**src/rtl/sram_ctrl_pkg.sv**
```systemverilog
// Shared types and default sizes for the SRAM burst port controller.
// Holds the FSM state encoding and the default BITS/WORDS/ADRESS_WIDTH values.
package sram_ctrl_pkg;

   localparam int DEF_BITS         = 32;
   localparam int DEF_WORDS        = 36;
   localparam int DEF_ADRESS_WIDTH = 6;

   typedef enum logic [1:0] {
      IDLE     = 2'd0,
      WR_BURST = 2'd1,
      RD_BURST = 2'd2
   } state_t;

endpackage

```
**src/rtl/sram_port_ctrl_if.sv**
```systemverilog
// Host-side burst interface: request, write-data and read-data handshakes.
// master = host issuing bursts, slave = sram_port_ctrl.
interface sram_port_ctrl_if #(
   parameter int BITS         = 32,
   parameter int ADRESS_WIDTH = 6
);

   logic                    req_valid;
   logic                    req_ready;
   logic                    req_write;
   logic [ADRESS_WIDTH-1:0] req_adress;
   logic [2:0]              req_len;
   logic [BITS-1:0]         req_mask;

   logic                    wdata_valid;
   logic                    wdata_ready;
   logic [BITS-1:0]         wdata;

   logic                    rdata_valid;
   logic                    rdata_ready;
   logic [BITS-1:0]         rdata;
   logic                    rdata_last;
   logic                    rdata_err;

   modport master (
      output req_valid, req_write, req_adress, req_len, req_mask,
      output wdata_valid, wdata, rdata_ready,
      input  req_ready, wdata_ready,
      input  rdata_valid, rdata, rdata_last, rdata_err
   );

   modport slave (
      input  req_valid, req_write, req_adress, req_len, req_mask,
      input  wdata_valid, wdata, rdata_ready,
      output req_ready, wdata_ready,
      output rdata_valid, rdata, rdata_last, rdata_err
   );

endinterface

```
**src/rtl/sram_addr_gen.sv**
```systemverilog
// Burst address generator: load start address, step per beat, wrap at WORDS.
// Ports: load/load_addr (burst start), inc (beat issued), addr, oor (addr >= WORDS).
module sram_addr_gen
   import sram_ctrl_pkg::*;
#(
   parameter int WORDS        = DEF_WORDS,
   parameter int ADRESS_WIDTH = DEF_ADRESS_WIDTH
) (
   input  logic                    clk,
   input  logic                    rst_n,
   input  logic                    load,
   input  logic [ADRESS_WIDTH-1:0] load_addr,
   input  logic                    inc,
   output logic [ADRESS_WIDTH-1:0] addr,
   output logic                    oor
);

   localparam int WIDE = ADRESS_WIDTH + 1;

   logic at_top;

   assign at_top = (addr == ADRESS_WIDTH'(WORDS - 1));

   // One extra bit so WORDS == 2**ADRESS_WIDTH does not alias to zero.
   assign oor = ({1'b0, addr} >= WIDE'(WORDS));

   always_ff @(posedge clk or negedge rst_n) begin
      if (!rst_n) begin
         addr <= '0;
      end else if (load) begin
         addr <= load_addr;
      end else if (inc) begin
         addr <= at_top ? '0 : addr + 1'b1;
      end
   end

endmodule

```
**src/rtl/sram_port_ctrl.sv**
```systemverilog
// Burst controller between a valid/ready host port and a single-port SRAM.
// Ports: clk, rst_n, bus (slave modport), busy, sram_cen/wen/adress/din/mask, sram_dout.
module sram_port_ctrl
   import sram_ctrl_pkg::*;
#(
   parameter int BITS         = DEF_BITS,
   parameter int WORDS        = DEF_WORDS,
   parameter int ADRESS_WIDTH = DEF_ADRESS_WIDTH
) (
   input  logic                    clk,
   input  logic                    rst_n,
   sram_port_ctrl_if.slave         bus,
   output logic                    busy,
   output logic                    sram_cen,
   output logic                    sram_wen,
   output logic [ADRESS_WIDTH-1:0] sram_adress,
   output logic [BITS-1:0]         sram_din,
   output logic [BITS-1:0]         sram_mask,
   input  logic [BITS-1:0]         sram_dout
);

   state_t                  state;
   logic [2:0]              len;
   logic [2:0]              cnt;
   logic [BITS-1:0]         mask;

   logic                    rd_valid;
   logic [BITS-1:0]         rd_data;
   logic                    rd_last;
   logic                    rd_err;

   logic [ADRESS_WIDTH-1:0] addr;
   logic                    oor;

   logic                    accept;
   logic                    wr_beat;
   logic                    rd_beat;
   logic                    beat;
   logic                    last_beat;

   assign accept    = bus.req_valid && (state == IDLE);
   assign wr_beat   = (state == WR_BURST) && bus.wdata_valid;
   // A read beat only issues when the output register is free or draining.
   assign rd_beat   = (state == RD_BURST) &&
                      (!rd_valid || bus.rdata_ready);
   assign beat      = wr_beat || rd_beat;
   assign last_beat = (cnt == len);

   sram_addr_gen #(
      .WORDS        (WORDS),
      .ADRESS_WIDTH (ADRESS_WIDTH)
   ) u_addr_gen (
      .clk       (clk),
      .rst_n     (rst_n),
      .load      (accept),
      .load_addr (bus.req_adress),
      .inc       (beat),
      .addr      (addr),
      .oor       (oor)
   );

   assign bus.req_ready   = (state == IDLE);
   assign bus.wdata_ready = (state == WR_BURST);
   assign bus.rdata_valid = rd_valid;
   assign bus.rdata       = rd_data;
   assign bus.rdata_last  = rd_last;
   assign bus.rdata_err   = rd_err;

   assign busy = (state != IDLE) || rd_valid;

   // Out-of-range beats still consume a slot but never reach the SRAM.
   assign sram_cen    = beat && !oor;
   assign sram_wen    = wr_beat && !oor;
   assign sram_adress = beat ? addr : '0;
   assign sram_din    = wr_beat ? bus.wdata : '0;
   assign sram_mask   = wr_beat ? mask : '0;

   always_ff @(posedge clk or negedge rst_n) begin
      if (!rst_n) begin
         state    <= IDLE;
         len      <= '0;
         cnt      <= '0;
         mask     <= '0;
         rd_valid <= 1'b0;
         rd_data  <= '0;
         rd_last  <= 1'b0;
         rd_err   <= 1'b0;
      end else begin
         unique case (state)
            IDLE: begin
               if (accept) begin
                  len   <= bus.req_len;
                  mask  <= bus.req_mask;
                  cnt   <= '0;
                  state <= bus.req_write ? WR_BURST : RD_BURST;
               end
            end
            WR_BURST, RD_BURST: begin
               if (beat) begin
                  if (last_beat) begin
                     cnt   <= '0;
                     state <= IDLE;
                  end else begin
                     cnt <= cnt + 3'd1;
                  end
               end
            end
            default: state <= IDLE;
         endcase

         if (rd_beat) begin
            rd_valid <= 1'b1;
            rd_data  <= oor ? '0 : sram_dout;
            rd_err   <= oor;
            rd_last  <= last_beat;
         end else if (bus.rdata_ready) begin
            rd_valid <= 1'b0;
         end
      end
   end

endmodule

```
**src/flat_wrapper.sv**
```systemverilog
// flat-port wrapper written by rule: the top's interface ports become plain ports
module sram_port_ctrl_flat import sram_ctrl_pkg::*;
#(
   parameter int BITS         = DEF_BITS,
   parameter int WORDS        = DEF_WORDS,
   parameter int ADRESS_WIDTH = DEF_ADRESS_WIDTH
)
  (clk, rst_n, busy, sram_cen, sram_wen, sram_adress, sram_din, sram_mask, sram_dout, bus_req_valid, bus_req_write, bus_req_adress, bus_req_len, bus_req_mask, bus_wdata_valid, bus_wdata, bus_rdata_ready, bus_req_ready, bus_wdata_ready, bus_rdata_valid, bus_rdata, bus_rdata_last, bus_rdata_err);
  sram_port_ctrl_if #(.BITS(BITS), .ADRESS_WIDTH(ADRESS_WIDTH)) bus_i ();
  input  logic clk;
  input  logic rst_n;
  output logic busy;
  output logic sram_cen;
  output logic sram_wen;
  output logic [ADRESS_WIDTH-1:0] sram_adress;
  output logic [BITS-1:0] sram_din;
  output logic [BITS-1:0] sram_mask;
  input  logic [BITS-1:0] sram_dout;
  input wire logic [$bits(bus_i.req_valid)-1:0] bus_req_valid;
  input wire logic [$bits(bus_i.req_write)-1:0] bus_req_write;
  input wire logic [$bits(bus_i.req_adress)-1:0] bus_req_adress;
  input wire logic [$bits(bus_i.req_len)-1:0] bus_req_len;
  input wire logic [$bits(bus_i.req_mask)-1:0] bus_req_mask;
  input wire logic [$bits(bus_i.wdata_valid)-1:0] bus_wdata_valid;
  input wire logic [$bits(bus_i.wdata)-1:0] bus_wdata;
  input wire logic [$bits(bus_i.rdata_ready)-1:0] bus_rdata_ready;
  output wire logic [$bits(bus_i.req_ready)-1:0] bus_req_ready;
  output wire logic [$bits(bus_i.wdata_ready)-1:0] bus_wdata_ready;
  output wire logic [$bits(bus_i.rdata_valid)-1:0] bus_rdata_valid;
  output wire logic [$bits(bus_i.rdata)-1:0] bus_rdata;
  output wire logic [$bits(bus_i.rdata_last)-1:0] bus_rdata_last;
  output wire logic [$bits(bus_i.rdata_err)-1:0] bus_rdata_err;
  assign bus_i.req_valid = bus_req_valid;
  assign bus_i.req_write = bus_req_write;
  assign bus_i.req_adress = bus_req_adress;
  assign bus_i.req_len = bus_req_len;
  assign bus_i.req_mask = bus_req_mask;
  assign bus_i.wdata_valid = bus_wdata_valid;
  assign bus_i.wdata = bus_wdata;
  assign bus_i.rdata_ready = bus_rdata_ready;
  assign bus_req_ready = bus_i.req_ready;
  assign bus_wdata_ready = bus_i.wdata_ready;
  assign bus_rdata_valid = bus_i.rdata_valid;
  assign bus_rdata = bus_i.rdata;
  assign bus_rdata_last = bus_i.rdata_last;
  assign bus_rdata_err = bus_i.rdata_err;
  sram_port_ctrl #(.BITS(BITS), .WORDS(WORDS), .ADRESS_WIDTH(ADRESS_WIDTH)) u_core (.clk(clk), .rst_n(rst_n), .bus(bus_i), .busy(busy), .sram_cen(sram_cen), .sram_wen(sram_wen), .sram_adress(sram_adress), .sram_din(sram_din), .sram_mask(sram_mask), .sram_dout(sram_dout));
endmodule
```
**config.mk**
```make
export PLATFORM = sky130hd
export DESIGN_NAME = sram_port_ctrl_flat
export DESIGN_NICKNAME = d
export VERILOG_FILES = /design/src/rtl/sram_ctrl_pkg.sv /design/src/rtl/sram_port_ctrl_if.sv /design/src/rtl/sram_addr_gen.sv /design/src/rtl/sram_port_ctrl.sv /design/src/flat_wrapper.sv
export SDC_FILE = /design/constraint.sdc
export NUM_CORES = 1
export LEC_CHECK = 0
export ABC_AREA = 1
export BUFFER_PORTS_ARGS = -buffer_cell sky130_fd_sc_hd__buf_2
export CAP_MARGIN = 30
export CORE_MARGIN = 2
export CORE_UTILIZATION = 25
export DETAILED_ROUTE_END_ITERATION = 6
export GPL_TIMING_DRIVEN = 0
export PLACE_DENSITY = 0.58
export RECOVER_POWER = 50
export SYNTH_ARGS = -nofsm -noshare
export SYNTH_HDL_FRONTEND = slang
export SYNTH_SLANG_ARGS = --single-unit
```
**constraint.sdc**
```tcl
create_clock -name clk -period 2.5 [get_ports clk]
set_clock_uncertainty 0.2 [all_clocks]
set_input_delay 0.5 -clock clk [delete_from_list [all_inputs] [get_ports clk]]
set_output_delay 0.5 -clock clk [all_outputs]
set_load 0.01 [all_outputs]
```
# ---- Yosys cells after proc, flatten, opt, wreduce, memory -nomap -nowiden
# Index checks and enable logic that the tools add are counted.
dict set report totals {
  ff_bits 81
  in_bits 111
  out_inout_bits 110
  wordCells 56
}
dict set report op_classes {
  add_sub_neg 2
  order_cmp 1
  n_eq_ne 7
  muxes 18
  n_reduce_logical 19
}
# op count
set op_table {}
lappend op_table {{2-to-1 mux 32 bit} 3}
lappend op_table {{2-to-1 mux 6 bit} 4}
lappend op_table {{2-to-1 mux 3 bit} 3}
lappend op_table {{2-to-1 mux 2 bit} 4}
lappend op_table {{nonzero test 2 bit} 4}
lappend op_table {{adder 6 x 1 -> 6 bit, second input constant} 1}
lappend op_table {{equality test 6 bit, second input constant} 1}
lappend op_table {{>= comparator 6 bit, second input constant} 1}
lappend op_table {{inequality test 2 x 1 -> 1 bit, second input constant} 3}
lappend op_table {{case mux 3 bit (2 select lines)} 1}
lappend op_table {{AND reduction 3 bit} 2}
lappend op_table {{logical AND 1 bit} 5}
lappend op_table {{case mux 2 bit (2 select lines)} 1}
lappend op_table {{adder 3 x 1 -> 3 bit, second input constant} 1}
lappend op_table {{equality test 3 bit} 1}
lappend op_table {{logical OR 1 bit} 3}
lappend op_table {{equality test 2 x 1 -> 1 bit, second input constant} 1}
lappend op_table {{equality test 2 bit, second input constant} 1}
lappend op_table {{zero test 1 bit} 2}
lappend op_table {{zero test 2 bit} 1}
lappend op_table {{2-to-1 mux 1 bit} 2}
lappend op_table {{AND reduction 2 bit} 1}
lappend op_table {{OR reduction 2 bit} 1}

# ---- Logic depth before layout (Yosys ltp)
# Gate-level depths: netlist (run 1).
dict set report logic_depth {
  depth_word 6
  mapped_depth 9
  ltp_nobuf 9
}

# ---- Cells and area by module
# A second synthesis (run 1) with hierarchy kept.
dict set report hier_totals {
  cells_unflattened 460
  area_unflattened_um2 3885.0
}
# module n_inst cells_per_inst area_per_inst_um2 seq_area_each_um2
set modules_own_cells {}
lappend modules_own_cells {sram_port_ctrl 1 402 3459.6 1876.8}
lappend modules_own_cells {sram_addr_gen 1 58 425.4 150.1}

# ---- Least setup slack after synthesis (run 1)
# Ideal clock, no wire load.
dict set report synth_path {
  kind {reg2out}
  startpoint {register u_core.state[1]}
  endpoint {output port sram_din[0]}
  t_arrival_ns 1.262
  required_ns 1.800
  slack_ns 0.538
  path_stages_with_launch 7
  n_path_buf 2
  cell_sequence {dfrtp_1 > inv_1 > ha_1 > nand2_1 > buf_2 > buf_2 > nor2_1}
}
dict set report synth_between {
  elab_chain_cells 3
}
# item line_no
set synth_rtl {}
lappend synth_rtl {{from (decl)} sram_port_ctrl.sv:22} ;# state_t state;
lappend synth_rtl {{from (signal assigned)} sram_port_ctrl.sv:95} ;# state <= bus.req_write ? WR_BURST : RD_BURST;
lappend synth_rtl {{equality test 2 x 1 -> 1 bit} n/a}
lappend synth_rtl {{via bus_wdata_ready} flat_wrapper.sv:28} ;# output wire logic [$bits(bus_i.wdata_ready)-1:0] bus_wdata_ready;
lappend synth_rtl {{logical AND 1 bit} sram_port_ctrl.sv:42} ;# assign wr_beat = (state == WR_BURST) && bus.wdata_valid;
lappend synth_rtl {{2-to-1 mux 32 bit} sram_port_ctrl.sv:75} ;# assign sram_din = wr_beat ? bus.wdata : '0;
lappend synth_rtl {{to (decl)} flat_wrapper.sv:16} ;# output logic [BITS-1:0] sram_din;
# The timed path passes the listed nets, and every way through them passes these cells.

# ---- Final worst setup path (run 1)
dict set report layout_path {
  startpoint {register u_core.state[1]}
  endpoint {output port sram_din[12]}
}
dict set report layout_between {
  elab_chain_cells 3
}
# item line_no
set layout_rtl {}
lappend layout_rtl {{equality test 2 x 1 -> 1 bit} sram_port_ctrl.sv:42}
lappend layout_rtl {{logical AND 1 bit} sram_port_ctrl.sv:42}
lappend layout_rtl {{2-to-1 mux 32 bit} sram_port_ctrl.sv:75}
# No other way between the ends.

==> metrics.csv, run 1 <==
metric;value;unit
Async SR Flop Fraction;1.000;
Startpoint Class;register;
die area;16990;um^2
CP startpoint;u_core.state[1];
clk buf depth;2;
Synth Flop Type;dfrtp_1;
register area share after synthesis;0.5078;
R2R depth;7;
Max-slew headroom;0.3057;
Core Util, Final;0.3612;
CTS tree;done;
Hold Path Class;input port to register;
Die Y;130.4;um
critical path capture point type;output port;
r2r endpoint;u_core.bus.rdata[18];
final antenna-violating net count;0;
nets;872;
Critical Path RT;1.80;ns
Pleak;3.337;nW
min cycle time layout;2.394;ns
Die W;130.4;um
final setup fails;0;
Synth Instances;521;
Worst Max-Slew Pin Slew;1.041;ns
drt first pass iters;5;
Worst path top cell family by delay;buffers and inverters;
global-route wire length before repair;17750;um
CP most frequent cell;buf_2;
htree depth;3;
Setup Crit Path Kind;register to output port;
reg2reg start;u_core.state[0];
Worst Path Arrival;1.69;ns
Crit path largest cell delay;0.40;ns
crit path cell chain;inv_2, ha_2, nand2_2, buf_6, buf_2, nor2_1, buf_2;
Std-Cell Rows;46;
CTS Sinks;81;
Crit path depth;7;
top area cells in the synthesized netlist;dfrtp_1, nand2_1, inv_1;
PD cells;1082;nW/um^2
Yosys top cell area share;0.5078;
Core Region;15770;um^2
Initial Util;0.2531;
Area growth syn-to-layout;42.70;%
f_max;417.7;MHz
vias per cell;3.926;
Tot GR Track Use;0.1354;
setup_tns;0;ns
IO Pins;221;
register bit total from synthesis;81;
final wirelength;11700;um
Clock transition at path regs;0.06;ns
number of inserted diodes;0;
CP max FO;10;
Synth cell types;26;
share of cells above drive strength 1;0.3276;
DRC;0;
Detail Placement HPWL;9030;um
Placer Congestion;0.8114;
Commonest cells post-synth;nand2_1, dfrtp_1, inv_1;
number of global-route vias before repair;3487;
Mapped Area;3991;um^2
Tcrit/Tclk final;0.9577;
syn avg cell area;7.661;um^2
area leader, netlist;dfrtp_1;
peak supply drop;0.3927;mV
WHS;0.1585;ns
Clk Latency, worst-skew pair;0.34;ns
slowest stage cell, crit path;dfrtp_1;
critical path endpoint;sram_din[12];
global route overflow;0;
initial antenna violation count;0;
clk root buf;clkbuf_16;
Hold Vio Cnt, Final;0;
Iteration-0 DRC Markers;153;
R2R Setup Slk;0.44;ns
pre-CTS WS;0.2190;ns
Yosys Warn Count;0;
synthesized netlist net count;638;
number of buffers created by CTS;9;
input/output buffers;220;
most frequent cell after synthesis;nand2_1;
Max-Cap Viols;0;
Buf/Inv on CP;4;
WL/cell;11.99;um
number of max-slew violations in the final report;0;
fin worst setup slack;0.1058;ns
status;finished clean;
largest net degree at the start of global routing;45;
via count;3832;
EDFF count, synth;0;
[tightest hold or removal path, delay by kind of cell]
kind	cells	cell delay, ns
buffers and inverters	1	0.07
and+or+nand+nor	2	0.09
[per-stage QoR]
step | instance area [um^2] | power, W | std cells
2_1_floorplan | 3991 | 0.003892 | 521
3_3_place_gp | 5363 | 0.004823 | 957
3_5_place_dp | 5393 | 0.004872 | 958
4_1_cts | 5729 | 0.006309 | 975
5_1_grt | 5695 | 0.006746 | 976
6_report | 5695 | 0.006164 | 976
[logic make-up after synthesis]
kind of cell / after synthesis / share of synthesized area
adder cells (fa/ha/maj): 6 / 0.01881
flip-flops: 81 / 0.5078
AO/OA/AOI/OAI: 41 / 0.05141
buffers and inverters: 107 / 0.1219
XOR/XNOR: 4 / 0.008779
AND/OR/NAND/NOR: 282 / 0.2912
[worst min path at each step]
stage,cells after the start,endpoint,slack [ns],from
CTS,3,u_core.bus.rdata[12],0.14,sram_dout[12]
global route,3,u_core.bus.rdata[21],0.15,sram_dout[21]
global placement,2,u_core.bus.rdata[27],0.26,u_core.bus.rdata[27]
finish,3,u_core.bus.rdata[12],0.16,sram_dout[12]
floorplan,0,u_core.bus.rdata[0],0.004,rst_n
detailed placement,2,u_core.bus.rdata[21],0.26,u_core.bus.rdata[21]
[what timing repair did]
| item | 4_1_cts | 5_1_grt |
|---|---|---|
| buffers inserted | 0 | 1 |
| gates resized for setup | 4 | 8 |
| hold buffers | 1 | 0 |
| setup endpoints to repair | 60 | 50 |
| hold endpoints to repair | 37 | 0 |
[area by class of cell]
cell class	count	area, um^2
repair buffers	223	1102
inverters	85	319.1
clock inverters	4	50.05
clock buffers	12	266.5
multi-input cells	333	1485
fillers	1761	10070
well taps	216	270.3
flip-flops and latches	81	2027
plain buffers	22	175.2
[report_power, final]
| part | total (W) | internal [W] | switching, W |
|---|---|---|---|
| Combinational | 0.00259 | 0.000963 | 0.00163 |
| Sequential | 0.00218 | 0.00190 | 0.000287 |
| Clock | 0.00139 | 0.000854 | 0.000535 |
[flip-flops by register name, indices dropped and copies added, names as in the netlist]
name	flops
u_core.u_addr_gen.addr	6
u_core.bus.rdata_err	1
u_core.bus.rdata_valid	1
u_core.state	2
u_core.cnt	3
u_core.bus.rdata_last	1
u_core.mask	32
u_core.len	3
u_core.bus.rdata	32
[metal layers]
layer	vias to the layer above	wire length, um	GRT usage
met1	1738	5344	0.1792
met4	0	140	0.03942
met2	81	5829	0.2227
met5	-	0	0
met3	10	384	0.03034
li1	2003	-	-
[layout by cell type (no fill, tap or decap), types with 2 or more instances in the layout]
cell type,synthesis,routed
buf_2,9,187
nand2_1,170,169
dfrtp_1,81,81
inv_1,79,78
nor2_1,75,74
clkbuf_1,2,41
o21ai_0,36,36
nand3_1,15,15
nand2_2,13,14
clkbuf_16,0,9
buf_6,7,8
inv_2,6,7
o21ai_1,5,5
ha_1,6,5
buf_4,1,4
or2_2,3,3
clkbuf_8,0,3
clkbuf_2,1,2
xnor2_1,2,2
xor2_1,2,2
clkinvlp_4,0,2
(Power assumes the default switching activity.)
==> run 2, diff against run 1 <==
--- a/config.mk
+++ b/config.mk
@@ -16,4 +16,5 @@
 export RECOVER_POWER = 50
 export SYNTH_ARGS = -nofsm -noshare
 export SYNTH_HDL_FRONTEND = slang
+export SYNTH_HIERARCHICAL = 1
 export SYNTH_SLANG_ARGS = --single-unit
==> metrics.csv, run 2 <==
metric;value;unit
status;finished clean;
Fill cells;1611;
Startpoint Class;register;
synthesized netlist net count;577;
number of buffers created by CTS;9;
top area cells in the synthesized netlist;dfrtp_1, inv_1, nor2_1;
R2R depth;7;
IO Pins;221;
R2R Setup Slk;0.28;ns
number of max-slew violations in the final report;0;
clk root buf;clkbuf_16;
Detail Placement HPWL;8528;um
Worst Path Arrival;1.70;ns
Async SR Flop Fraction;1.000;
Yosys top cell area share;0.5217;
# placed instances;869;
register bit total from synthesis;81;
reg2reg start;u_core/state[0];
Iteration-0 DRC Markers;173;
syn avg cell area;8.446;um^2
final antenna-violating net count;0;
Cell Area, Placed;5251;um^2
Setup Crit Path Kind;register to output port;
initial antenna violation count;1;
pre-CTS WS;0.1794;ns
Critical Path RT;1.80;ns
clk buf depth;2;
EDFF count, synth;0;
WHS;0.1540;ns
Max-Cap Viols;0;
WL/cell;12.85;um
CP max FO;10;
nets;811;
vias per cell;4.198;
fin worst setup slack;0.1045;ns
most common cell after layout, fill and taps aside;buf_2;
Clock transition at path regs;0.06;ns
Die Y;128.7;um
Pleak;3.181;nW
CTS tree;done;
Std-Cell Rows;45;
sequential share of power;0.363;
Design Area, Final;5499;um^2
largest net degree at the start of global routing;48;
Worst Max-Slew Pin Slew;0.8950;ns
min cycle time layout;2.396;ns
Synth cell types;29;
global route overflow;0;
final setup fails;0;
Synth Instances;460;
most frequent cells in the layout;buf_2, inv_1, dfrtp_1;
post-layout instance count excluding filler cells;888;
share of cells above drive strength 1;0.3419;
Hold Path Class;input port to register;
Cell Int Power;0.003613;W
r2r endpoint;u_core/bus.rdata[23];
Area growth syn-to-layout;41.55;%
Placer Congestion;0.7736;
Mapped Area;3885;um^2
Die W;128.7;um
RSZ-0062 raised after global routing;true;
number of global-route vias before repair;3575;
CTS Sinks;81;
PnR Total Power;0.006018;W
DRC;0;
Clk Latency, worst-skew pair;0.34;ns
Hold Path Depth;3;
Clk pwr share;0.216;
critical path capture point type;output port;
Tcrit/Tclk final;0.9582;
most frequent cell after synthesis;inv_1;
HP Start;bus_req_len[1];
worst hold endpoint;u_core/len[1];
Hold Vio Cnt, Final;0;
final wirelength;11410;um
PD cells;1094;nW/um^2
Max-slew headroom;0.4033;
Core Region;15200;um^2
Commonest cells post-synth;inv_1, dfrtp_1, nor2_1;
register area share after synthesis;0.5217;
input/output buffers;220;
area leader, netlist;dfrtp_1;
Comb pwr share;0.421;
switching power total;0.002405;W
die area;16550;um^2
htree depth;3;
Yosys Warn Count;6;
drt first pass iters;4;
Net Sw Frac;0.3996;
Tot GR Track Use;0.1384;
via count;3728;
global-route wire length before repair;17940;um
peak supply drop;0.3526;mV
Synth Flop Type;dfrtp_1;
Initial Util;0.2556;
f_max;417.4;MHz
==> run 2: cell families (layout without fill, tap and decap cells) <==
logic type | Yosys count | after routing | share of synthesized area
fa+ha+maj | 6 | 6 | 0.01932
compound gates | 77 | 77 | 0.1324
simple gates | 181 | 181 | 0.1971
other cells | 0 | 1 | 0
flops | 81 | 81 | 0.5217
buf+inv | 113 | 352 | 0.1250
xor+xnor | 2 | 2 | 0.004510
==> run 2: metal layers <==
layer	up-vias	GRT usage	routed length [um]
met5	-	0	0
met4	0	0.04092	118
met3	9	0.04116	602
met2	122	0.2253	5272
met1	1703	0.1787	5416
li1	1894	-	-
==> run 2: worst max-delay path, stage by stage (launching register included) <==
cell     delay, ns
dfrtp_1       0.40
inv_1         0.09
ha_2          0.21
nand2_4       0.08
buf_8         0.16
buf_4         0.18
nor2_1        0.09
buf_2         0.15
==> run 2: area by class of cell <==
type | count | area, um^2 | area share
Buffer | 21 | 150.1 | 0.02730
Clock buffer | 10 | 239.0 | 0.04346
Multi-Input combinational cell | 266 | 1368 | 0.2487
Sequential cell | 81 | 2027 | 0.3686
Inverter | 91 | 341.6 | 0.06212
Timing Repair Buffer | 224 | 1086 | 0.1975
Clock inverter | 6 | 50.05 | 0.009101
Antenna cell | 1 | 2.502 | 0.0004551
Tap cell | 188 | 235.2 | 0.04278
==> run 2: power groups by stage <==
stage	logic [W]	clock network, W	registers, W
floorplan	0.00161	0	0.00227
global placement	0.00264	0	0.00218
detailed placement	0.00266	0	0.00219
CTS	0.00267	0.00135	0.00218
global route	0.00287	0.00141	0.00225
finish	0.00253	0.00130	0.00219
==> run 2: timing repair <==
| action | CTS | global route |
|---|---|---|
| setup buffers | 0 | 2 |
| gates resized for setup | 6 | 7 |
| endpoints found under the setup margin | 51 | 70 |
| hold buffers | 1 | 0 |
| pin swaps | 0 | 1 |
| hold endpoints to repair | 34 | 0 |
==> run 2: worst max-delay path by stage <==
stage | startpoint | endpoint | slack, ns | depth (start not counted)
after floorplan | u_core/state[1] | sram_din[12] | 0.54 | 6
after global placement | rst_n | u_core/u_addr_gen/addr[4] | -0.03 | 1
after detailed placement | u_core/state[0] | u_core/u_addr_gen/addr[4] | 0.18 | 11
after CTS | u_core/state[1] | sram_din[25] | 0.002 | 7
after global routing | rst_n | u_core/len[0] | -0.01 | 3
final | u_core/state[1] | sram_mask[23] | 0.10 | 7
==> run 2: per-stage QoR <==
| step | utilization | setup TNS, ns |
|---|---|---|
| 3_5_place_dp | 0.3454 | 0 |
| 5_1_grt | 0.3617 | -0.4296 |
| 3_3_place_gp | 0.3435 | -1.653 |
| 4_1_cts | 0.3654 | 0 |
| 2_1_floorplan | - | 0 |
| 6_report | 0.3617 | 0 |
==> run 3, diff against run 2 <==
--- a/config.mk
+++ b/config.mk
@@ -8,11 +8,12 @@
 export ABC_AREA = 1
 export BUFFER_PORTS_ARGS = -buffer_cell sky130_fd_sc_hd__buf_2
 export CAP_MARGIN = 30
-export CORE_MARGIN = 2
+export CELL_PAD_IN_SITES_DETAIL_PLACEMENT = 1
+export CELL_PAD_IN_SITES_GLOBAL_PLACEMENT = 1
 export CORE_UTILIZATION = 25
 export DETAILED_ROUTE_END_ITERATION = 6
 export GPL_TIMING_DRIVEN = 0
-export PLACE_DENSITY = 0.58
+export PLACE_DENSITY = 0.78
 export RECOVER_POWER = 50
 export SYNTH_ARGS = -nofsm -noshare
 export SYNTH_HDL_FRONTEND = slang
==> constraint.sdc (replaced) <==
create_clock -name clk -period 2.05 [get_ports clk]
set_clock_uncertainty 0.2 [all_clocks]
set_input_delay 0.41 -clock clk [delete_from_list [all_inputs] [get_ports clk]]
set_output_delay 0.41 -clock clk [all_outputs]
set_load 0.01 [all_outputs]
==> metrics.csv, run 3 (same netlist as run 2, synthesis figures left out) <==
metric;value;unit
Worst path top cell family by delay;buffers and inverters;
Worst Path Arrival;1.57;ns
input/output buffers;220;
CP max FO;8;
# placed instances;869;
final wirelength;12780;um
Std-Cell Rows;45;
Die Y;126.7;um
CTS Sinks;81;
Design Area, Final;6161;um^2
Cell Area, Placed;5251;um^2
DRC;0;
largest net degree at the start of global routing;49;
switching power total;0.003277;W
reg2reg start;u_core/state[1];
number of inserted diodes;0;
crit path cell chain;inv_2, ha_4, nand2_4, buf_12, buf_4, nor2_1, buf_2;
number of buffers created by CTS;9;
Tot GR Track Use;0.1637;
Buf/Inv on CP;4;
min cycle time layout;2.184;ns
IO Pins;221;
Max-slew headroom;0.4265;
Iteration-0 DRC Markers;102;
Setup Crit Path Kind;register to output port;
Startpoint Class;register;
Core Region;15200;um^2
nets;825;
pre-CTS WS;-0.2130;ns
critical path capture point type;output port;
number of max-slew violations in the final report;0;
final setup fails;73;
Critical Path RT;1.44;ns
clk root buf;clkbuf_16;
Max-Cap Viols;0;
Initial Util;0.2556;
Detail Placement HPWL;9359;um
sequential share of power;0.320;
Clk Latency, worst-skew pair;0.34;ns
WL/cell;14.19;um
htree depth;3;
share of cells above drive strength 1;0.4642;
Die W;126.7;um
Cell Int Power;0.005137;W
status;finished with violations;
setup_tns;-7.016;ns
R2R depth;9;
CTS tree;done;
initial antenna violation count;0;
die area;16040;um^2
Crit path largest cell delay;0.39;ns
vias per cell;4.410;
post-layout instance count excluding filler cells;901;
final antenna-violating net count;0;
via count;3973;
RSZ-0062 raised after global routing;true;
Net Sw Frac;0.3895;
drt first pass iters;4;
PD cells;1366;nW/um^2
global-route wire length before repair;20300;um
f_max;457.8;MHz
Comb pwr share;0.458;
number of global-route vias before repair;4085;
r2r endpoint;u_core/mask[10];
clk buf depth;2;
HP Start;bus_req_len[1];
Area growth syn-to-layout;58.58;%
Clk pwr share;0.222;
Placer Congestion;0.7488;
R2R Setup Slk;0.20;ns
Hold Path Depth;3;
most frequent cells in the layout;buf_2, inv_1, dfrtp_1;
Clock transition at path regs;0.06;ns
most common cell after layout, fill and taps aside;buf_2;
slowest stage cell, crit path;dfrtp_1;
peak supply drop;0.4314;mV
Hold Vio Cnt, Final;0;
Pleak;3.399;nW
global route overflow;0;
failing checks;setup timing;
Worst Max-Slew Pin Slew;0.8603;ns
fin worst setup slack;-0.1344;ns
worst hold endpoint;u_core/len[1];
Hold Path Class;input port to register;
Tcrit/Tclk final;1.066;
[run 3: power by group through the flow]
stage,clock (W),sequential [W],combinational (W)
final,0.00187,0.00269,0.00385
after global routing,0.00198,0.00280,0.00430
after floorplan,0,0.00277,0.00196
after CTS,0.00193,0.00269,0.00374
after global placement,0,0.00266,0.00320
after detailed placement,0,0.00270,0.00328
[run 3: cell type report]
cell class              count  area (um^2)
plain buffers              19        203.9
clock buffers               9        225.2
clock inverters             7        118.9
fillers                  1821         9041
inverters                  91        349.1
multi-input cells         266         1629
flip-flops and latches     81         2027
well taps                 188        235.2
repair buffers            240         1373
[run 3: metal layers]
metal,track usage,wire (um),share of wire
met1,0.1885,5060,0.40
met2,0.2889,6663,0.52
met3,0.02404,590,0.046
met4,0.09734,470,0.037
met5,0,0,0
[run 3: what timing repair did]
| item | 4_1_cts | 5_1_grt |
|---|---|---|
| gates cloned | 2 | 0 |
| buffers inserted | 10 | 6 |
| hold buffers | 1 | 0 |
| pin swaps | 7 | 1 |
| endpoints found under the setup margin | 79 | 78 |
| endpoints found under the hold margin | 33 | 0 |
| gates resized for setup | 80 | 47 |
[run 3: worst max-delay path by stage]
stage | start | to | slack [ns] | cells after the start
floorplan | u_core/state[0] | u_core/u_addr_gen/addr[4] | 0.15 | 11
finish | u_core/state[1] | sram_din[0] | -0.13 | 7
global placement | rst_n | u_core/mask[9] | -0.37 | 1
global route | u_core/state[1] | sram_din[0] | -0.23 | 7
detailed placement | u_core/state[1] | sram_mask[22] | -0.21 | 7
CTS | u_core/state[1] | sram_mask[29] | -0.12 | 7
[run 3: worst register-to-register path, cell delays in order (launching register included)]
cell,delay [ns]
dfrtp_1,0.37
inv_2,0.07
buf_4,0.14
ha_4,0.17
nand2_2,0.11
clkinv_4,0.15
buf_4,0.18
buf_2,0.17
nand2_1,0.07
o21ai_0,0.10
[run 3: per-stage QoR]
step                total power [W]  hold slack (ns)  utilization
finish                     0.008415          0.05859       0.4053
CTS                        0.008369          0.04356       0.3949
global route               0.009078          0.06186       0.4053
floorplan                  0.004732         -0.08559            -
global placement           0.005862           0.2727       0.3435
detailed placement         0.005978           0.2065       0.3454
